$ cat config.mk
export PLATFORM = sky130hd
export DESIGN_NAME = bmc_pipe
export DESIGN_NICKNAME = d
export VERILOG_FILES = /design/src/rtl/bmc_pipe.sv
export SDC_FILE = /design/constraint.sdc
export NUM_CORES = 1
export LEC_CHECK = 0
export ABC_CLOCK_PERIOD_IN_PS = 1900
export CELL_PAD_IN_SITES_DETAIL_PLACEMENT = 1
export CELL_PAD_IN_SITES_GLOBAL_PLACEMENT = 1
export CORE_UTILIZATION = 28
export DETAILED_ROUTE_END_ITERATION = 8
export PLACE_DENSITY = 0.82
export REMOVE_ABC_BUFFERS = 1
export SLEW_MARGIN = 25
export SYNTH_ARGS = -nofsm -noshare
export SYNTH_HDL_FRONTEND = slang
export SYNTH_SLANG_ARGS = --single-unit
$ cat constraint.sdc
create_clock -name clk -period 1.9 [get_ports clk]
set_clock_uncertainty 0.05 [all_clocks]
set_input_delay 0.19 -clock clk [delete_from_list [all_inputs] [get_ports clk]]
set_output_delay 0.19 -clock clk [all_outputs]
set_load 0.02 [all_outputs]
$ cat src/rtl/bmc_pipe.sv
// bmc_pipe: branch metrics for a rate-1/2 Viterbi decoder, one registered
// output stage with valid/ready handshake and in-frame symbol position.
module bmc_pipe #(
  parameter int K = 3,
  parameter int SOFT_W = 1,
  parameter logic [(2**K)-1:0] INV_MASK = 8'b0110_0110,
  parameter int FRAME_LEN = 16
) (
  input  logic                          clk,
  input  logic                          rst_n,
  input  logic                          in_valid,
  output logic                          in_ready,
  input  logic [SOFT_W-1:0]             in_sym0,
  input  logic [SOFT_W-1:0]             in_sym1,
  input  logic [1:0]                    in_punct,
  output logic                          out_valid,
  input  logic                          out_ready,
  output logic [(2**K)*(SOFT_W+1)-1:0]  out_bm0,
  output logic [(2**K)*(SOFT_W+1)-1:0]  out_bm1,
  output logic                          out_last,
  output logic [$clog2(FRAME_LEN)-1:0]  sym_idx
);

  localparam int N_BMC = 2**K;
  localparam int MW = SOFT_W + 1;
  localparam int CW = $clog2(FRAME_LEN);
  localparam logic [MW-1:0] SMAX = MW'((2**SOFT_W) - 1);
  localparam logic [CW-1:0] LAST = CW'(FRAME_LEN - 1);
  localparam int BW = N_BMC * MW;

  logic          vld_q, vld_d;
  logic [BW-1:0] bm0_q, bm0_d;
  logic [BW-1:0] bm1_q, bm1_d;
  logic          last_q, last_d;
  logic [CW-1:0] idx_q, idx_d;
  logic [CW-1:0] fcnt_q, fcnt_d;

  logic          in_xfer, out_xfer;
  logic [MW-1:0] a0, a1, b0, b1;
  logic [BW-1:0] m0, m1;

  assign in_ready = rst_n & (~vld_q | out_ready);
  assign in_xfer  = in_valid & in_ready;
  assign out_xfer = vld_q & out_ready;

  // a*: distance to expected 0, b*: distance to expected 1; erasures cost 0
  always_comb begin
    a0 = in_punct[0] ? '0 : {1'b0, in_sym0};
    b0 = in_punct[0] ? '0 : SMAX - {1'b0, in_sym0};
    a1 = in_punct[1] ? '0 : {1'b0, in_sym1};
    b1 = in_punct[1] ? '0 : SMAX - {1'b0, in_sym1};
    m0 = '0;
    m1 = '0;
    for (int i = 0; i < N_BMC; i++) begin
      m0[i*MW +: MW] = a0 + (INV_MASK[i] ? b1 : a1);
      m1[i*MW +: MW] = b0 + (INV_MASK[i] ? a1 : b1);
    end
  end

  always_comb begin
    vld_d  = vld_q;
    bm0_d  = bm0_q;
    bm1_d  = bm1_q;
    last_d = last_q;
    idx_d  = idx_q;
    fcnt_d = fcnt_q;
    if (in_xfer) begin
      vld_d  = 1'b1;
      bm0_d  = m0;
      bm1_d  = m1;
      idx_d  = fcnt_q;
      last_d = (fcnt_q == LAST);
      fcnt_d = (fcnt_q == LAST) ? '0 : fcnt_q + CW'(1);
    end else if (out_xfer) begin
      vld_d  = 1'b0;
    end
  end

  always_ff @(posedge clk) begin
    if (!rst_n) begin
      vld_q  <= 1'b0;
      bm0_q  <= '0;
      bm1_q  <= '0;
      last_q <= 1'b0;
      idx_q  <= '0;
      fcnt_q <= '0;
    end else begin
      vld_q  <= vld_d;
      bm0_q  <= bm0_d;
      bm1_q  <= bm1_d;
      last_q <= last_d;
      idx_q  <= idx_d;
      fcnt_q <= fcnt_d;
    end
  end

  assign out_valid = vld_q;
  assign out_bm0   = bm0_q;
  assign out_bm1   = bm1_q;
  assign out_last  = last_q;
  assign sym_idx   = idx_q;

endmodule

==> results.cfg, run 1 <==
[worst_setup_path]
worstReg2RegEnd = fcnt_q[0]$_SDFFE_PN0P_
rr_worst_depth = 4
start_kind = flop
crit_arrival_ns = 1.52
reg2reg_from = fcnt_q[0]$_SDFFE_PN0P_
worstSetupStartpoint = out_valid$_SDFFE_PN0P_
crit_cells = 3
worstSetupEndpointType = primary output
crit_slowest_cell = clkdlybuf4s50_1
required_ns = 1.66
worstPathCellList = nor2b_4 -> nor2_1 -> clkdlybuf4s50_1
cpPeakStageDelay_ns = 0.54
cp_max_fo = 11
path_class = flop to primary output
worst_path_dominant_cell_family = buffers and inverters
cp-endpoint = in_ready
reg2reg_slack_ns = 0.42
path_buf_inv = 1

[synth]
synth_common_cells = buf_4 (24), dfxtp_1 (18), nand3_1 (14), o21ai_0 (14), nand2_1 (13)
yosysMostFrequentCell = buf_4
syn_inst = 121
synth_top_cell_by_area = dfxtp_1
yosysWarnings = 0
yosys-top-cells-area = dfxtp_1 (37%), buf_4 (18%), nand3_1 (7.2%)
post_synth_num_cell_types = 23
syn_area_um2 = 980
ys_seq_area_share_pct = 36.8
synth_enable_flop_cells = 0
async_flop_share_pct = 0
synth_top_area_share_pct = 36.8
ys.flop_type = dfxtp_1
syn_area_per_cell_um2 = 8.10
synth.ff_latch_count = 18

[floorplanning]
boundaryPins = 47
core_um2 = 3340
die_area_um2 = 3740
initial_core_util_pct = 29.4
rows = 21
die_h_um = 61.2
fp.dieW_um = 61.2

[detailed_routing]
first_pass_iters = 5
drt_iter0_markers = 17
ant_nets = 0
drc = 0
wire_per_inst_um = 11.7
via_per_inst = 4.60
route.vias.total = 879
wirelength_mm = 2.24

[cts]
ctsHoldBuffers = 0
cts_resized = 0
numCtsBuffers = 3
clockRootBuffer = clkbuf_4
clkSlewWorstSetupHoldPaths_ns = 0.09
cts_max_level = 1
postCtsSetupRepairBufs = 0
clock_path_buffers = 2
cts_sinks = 18
cts_tree = built
clock_latency_ns = 0.29

[worst_hold_path]
min_path_type = flop to flop
min_path_cells = 2

[sta]
finalSetupViolCount = 0
fin_crit_sh_pct = 92.4
post-route-min-period_ns = 1.76
rsz0062_at_grt = false
fin_ws_ns = 0.144
hold_violations = 0
maxSlewViolCount = 0
worst_slew_pin_slew_ns = 0.292
max_slew_margin_pct = 80.3
tns_ns = 0
fmax_mhz = 570

[global_route]
grt_usage_pct = 12.8
grt_max_degree = 15
grt_first_pass_wirelength_mm = 3.59
grt_antenna_before_repair = 0
grt_pass1_vias = 838
grt-ovfl-total = 0

[final_layout]
layout-drive-gt1-share_pct = 6.21
fin_util_pct = 40.3
stdcell_count = 191
area_delta_synth_final_pct = 37.3
num_antenna_cells = 0
finalNetCount = 160

[power]
seqPwrFrac_pct = 52.0
switching_share_pct = 28.6
peakVddDrop_mv = 0.217
power_leakage_uw = 0.000482
internal_power_uw = 558
powerDensity_nw_per_um2 = 581
p_clk_share_pct = 23.3
combPwrFrac_pct = 24.7
power.switching_uw = 224

[place]
gp_congestion = 0.768
pre_cts_slack_ns = 0.0584
hpwl_mm = 1.78
dp_cells = 188
port_buffers = 46

[run]
max_cap_viol_count = 0

[status]
outcome = complete, no violations
[area by class of cell]
cell class	instances	area (µm²)
inverters	2	7.51
repair buffers	51	498
multi-input cells	71	399
well taps	46	57.6
flip-flops and latches	18	360
fillers	422	1990
clock buffers	3	22.5
[through the flow]
stage / cell area [µm²] / total power [µW] / hold WS [ns]
floorplan: 767 / 497 / 0.261
global placement: 1320 / 605 / 0.392
detailed placement: 1320 / 610 / 0.421
CTS: 1350 / 791 / 0.434
global route: 1350 / 817 / 0.455
finish: 1350 / 782 / 0.421
[sequential cells by signal (all words and copies together) (netlist names)]
signal / cells
fcnt_q: 4
out_bm0: 4
out_bm1: 4
sym_idx: 4
out_last: 1
out_valid: 1
[kinds of logic (layout without fill, tap and decap cells)]
logic type                 count (synthesis)  count (layout)  share of synthesized area [%]
and+or+nand+nor                           43              43                           22.2
AOI/OAI and AO/OA                         23              23                           12.1
buffers and inverters                     32              56                           22.5
DFF                                       18              18                           36.8
adders and majority gates                  5               5                           6.39
[worst min path at each step]
stage / from / endpoint
after floorplan: in_valid / out_valid$_SDFFE_PN0P_
after global placement: sym_idx[1]$_SDFFE_PN0P_ / sym_idx[1]$_SDFFE_PN0P_
after detailed placement: sym_idx[1]$_SDFFE_PN0P_ / sym_idx[1]$_SDFFE_PN0P_
after CTS: sym_idx[1]$_SDFFE_PN0P_ / sym_idx[1]$_SDFFE_PN0P_
after global routing: sym_idx[1]$_SDFFE_PN0P_ / sym_idx[1]$_SDFFE_PN0P_
final: sym_idx[1]$_SDFFE_PN0P_ / sym_idx[1]$_SDFFE_PN0P_
[per-layer routing]
layer  share of wire (%)  track usage, %  routed length, µm  vias to the layer above
met2                  50            23.1               1120                       36
met1                  44            15.1                980                      406
met4                0.71            6.82                 16                        0
met5                   0               0                  0                        -
met3                 5.4           0.840                122                        2
li1                    -               -                  -                      435
[worst reg2reg max path, delay by kind of cell (launching register included)]
family,cells,cell delay (ns)
AOI/OAI and AO/OA,1,0.16
adders and majority gates,1,0.24
DFF,1,0.37
and+or+nand+nor,2,0.59
[power groups by stage]
stage          Clock (µW)  Sequential [µW]  Combinational [µW]
3_3_place_gp            0              414                 190
4_1_cts               188              407                 196
6_report              182              407                 193
3_5_place_dp            0              416                 194
5_1_grt               199              410                 208
2_1_floorplan           0              457                39.7
[layout by cell type, fill, tap and decap left out, drive strengths merged]
cell type / netlist / final
nand3: 14 / 14
and2: 1 / 1
o22ai: 1 / 1
a21oi: 6 / 6
nor2b: 3 / 3
nand2b: 1 / 1
clkdlybuf4s50: 0 / 46
o31ai: 1 / 1
dfxtp: 18 / 18
clkbuf: 3 / 3
inv: 2 / 2
or4: 2 / 2
nand2: 13 / 13
nand3b: 1 / 1
ha: 5 / 5
nor2: 6 / 6
buf: 27 / 5
and3: 1 / 1
o21ai: 15 / 15
nor4b: 1 / 1
Power figures use the tool's default switching activity.
==> run 2: changes to the inputs <==
ABC_AREA = 1   (was not set)
CORE_UTILIZATION = 27   (was 28)
PLACE_DENSITY = 0.81   (was 0.82)
==> run 2 against run 1 <==
Against the previous run:
- via count shrank 6.7%
- sequential power is essentially flat
- area after synthesis shrank 1.7%
- sequential cell count is the same
- register-to-register slack gained 0.27 ns
- first-iteration DRC count shrank 18%
- combinational power is essentially flat
- fmax grew 0.78%
- total power grew 2.2%
- count of clock-buffer cells in the layout is the same
- global-route usage shrank 0.77 points
- critical endpoint unchanged
==> results.cfg, run 2 <==
[status]
outcome = complete, no violations

[place]
port_buffers = 46
placed_cell_area_um2 = 1270
hpwl_mm = 1.73
gp_congestion = 0.792

[sta]
post-route-min-period_ns = 1.74
hold-worst-slack_ns = 0.421
rsz0062_at_grt = false
max_slew_margin_pct = 83.1
fin_crit_sh_pct = 91.7
worst_slew_pin_slew_ns = 0.253
tns_ns = 0
maxSlewViolCount = 0
fmax_mhz = 574
finalSetupViolCount = 0
hold_violations = 0

[worst_setup_path]
crit_arrival_ns = 1.50
reg2reg_from = out_valid$_SDFFE_PN0P_
rr_worst_depth = 6
cp_max_fo = 4
worstPathCellList = clkdlybuf4s50_1 -> inv_1 -> nand2_2 -> nand2_1 -> inv_1 -> clkdlybuf4s50_1
required_ns = 1.66
worstSetupEndpointType = primary output
worstReg2RegEnd = fcnt_q[0]$_SDFFE_PN0P_
start_kind = primary input
cpPeakStageDelay_ns = 0.60
crit_slowest_cell = clkdlybuf4s50_1
path_class = primary input to primary output
reg2reg_slack_ns = 0.69

[synth]
synth.ff_latch_count = 18
yosys-top-cells-area = dfxtp_1 (37%), buf_4 (19%), nand2_1 (12%)
yosysWarnings = 0
post_synth_num_cell_types = 17
synth_enable_flop_cells = 0
syn_area_um2 = 963
async_flop_share_pct = 0
ys.flop_type = dfxtp_1
synth_top_area_share_pct = 37.4
syn_inst = 124
yosysMostFrequentCell = nand2_1
synth_common_cells = nand2_1 (31), buf_4 (25), dfxtp_1 (18)
ys_seq_area_share_pct = 37.4
syn_area_per_cell_um2 = 7.77
synth_top_cell_by_area = dfxtp_1

[cts]
cts_tree = built
ctsHoldBuffers = 0
cts_max_level = 1
numCtsBuffers = 3
postCtsSetupRepairBufs = 0
clock_path_buffers = 2
cts_sinks = 18
clockRootBuffer = clkbuf_4
clock_latency_ns = 0.30
cts_resized = 0
clkSlewWorstSetupHoldPaths_ns = 0.10

[run]
max_cap_viol_count = 0

[final_layout]
final_common_cell = clkdlybuf4s50_1
layout_common_cells = clkdlybuf4s50_1 (46), nand2_1 (31), dfxtp_1 (18)
area_delta_synth_final_pct = 34.5
num_antenna_cells = 0
finalNetCount = 161
layout-drive-gt1-share_pct = 4.79
fin_area_um2 = 1300

[worst_hold_path]
min_path_type = flop to flop
worstHoldStart = sym_idx[3]$_SDFFE_PN0P_
whs_endpoint = sym_idx[3]$_SDFFE_PN0P_
min_path_cells = 2

[floorplanning]
fp.dieW_um = 61.7
die_h_um = 61.7
boundaryPins = 47
core_um2 = 3390
die_area_um2 = 3810
initial_core_util_pct = 28.4
rows = 21

[detailed_routing]
route.vias.total = 820
wire_per_inst_um = 11.4
drt_iter0_markers = 14
ant_nets = 0
via_per_inst = 4.27
first_pass_iters = 3
drc = 0
wirelength_mm = 2.19

[power]
finalPower_uw = 798
powerDensity_nw_per_um2 = 616
peakVddDrop_mv = 0.169
power_leakage_uw = 0.000561

[global_route]
grt_usage_pct = 12.1
grt_pass1_vias = 723
grt-ovfl-total = 0
grt_antenna_before_repair = 0
grt_first_pass_wirelength_mm = 3.17
grt_max_degree = 19
run 2: changes by cell type in the layout (fill, tap and decap cells not counted), sizes merged, moves of 3 or more:
cell   change
nand2     +19
o21ai     -14
inv        +6
nor2       +6
buf        -4
nor2b      -3
run 2: layout make-up:
| cell class | count | area (µm²) |
|---|---|---|
| clock buffer | 3 | 22.5 |
| fill | 398 | 2090 |
| inverter | 8 | 32.5 |
| multi-input combinational | 70 | 355 |
| sequential | 18 | 360 |
| tap | 46 | 57.6 |
| timing repair buffer | 47 | 468 |
run 2: metal layers:
layer  up-vias  global-route usage (%)  routed length (µm)
li1        408                       -                   -
met1       386                    12.3                 840
met2        22                    21.8                1190
met3         4                    2.48                  98
met4         0                    8.57                  53
met5         -                       0                   0
run 2: how the worst max path moves through the flow:
stage               slack [ns]                    end              startpoint
global placement          0.19               in_ready               out_ready
finish                    0.16               in_ready               out_ready
global route              0.08               in_ready               out_ready
detailed placement        0.15               in_ready               out_ready
CTS                       0.14               in_ready               out_ready
floorplan                 0.75  out_last$_SDFFE_PN0P_  out_valid$_SDFFE_PN0P_
run 2: stage by stage:
step	worst slack [ns]	util (%)	cells
detailed placement	0.151	37.6	189
CTS	0.144	38.2	192
floorplan	0.753	-	96
global route	0.0843	38.2	192
global placement	0.195	37.6	189
finish	0.158	38.2	192
run 2: cells by family after synthesis:
group / share of synthesized area, %
and+or+nand+nor: 26.1
adders and majority gates: 6.49
buffers and inverters: 25.7
xor gates and xnor gates: 0.909
DFF: 37.4
AOI/OAI and AO/OA: 3.38
run 2: critical path, delay by kind of cell:
| family | cells | cell delay [ns] |
|---|---|---|
| and+or+nand+nor | 2 | 0.16 |
| buffers and inverters | 4 | 1.16 |
run 2: where the power goes:
group,leakage (µW),switching (µW),internal (µW)
clock,0.0000138,120,73.9
sequential,0.000147,15.6,393
combinational,0.000401,103,92.3
total,0.000561,239,559
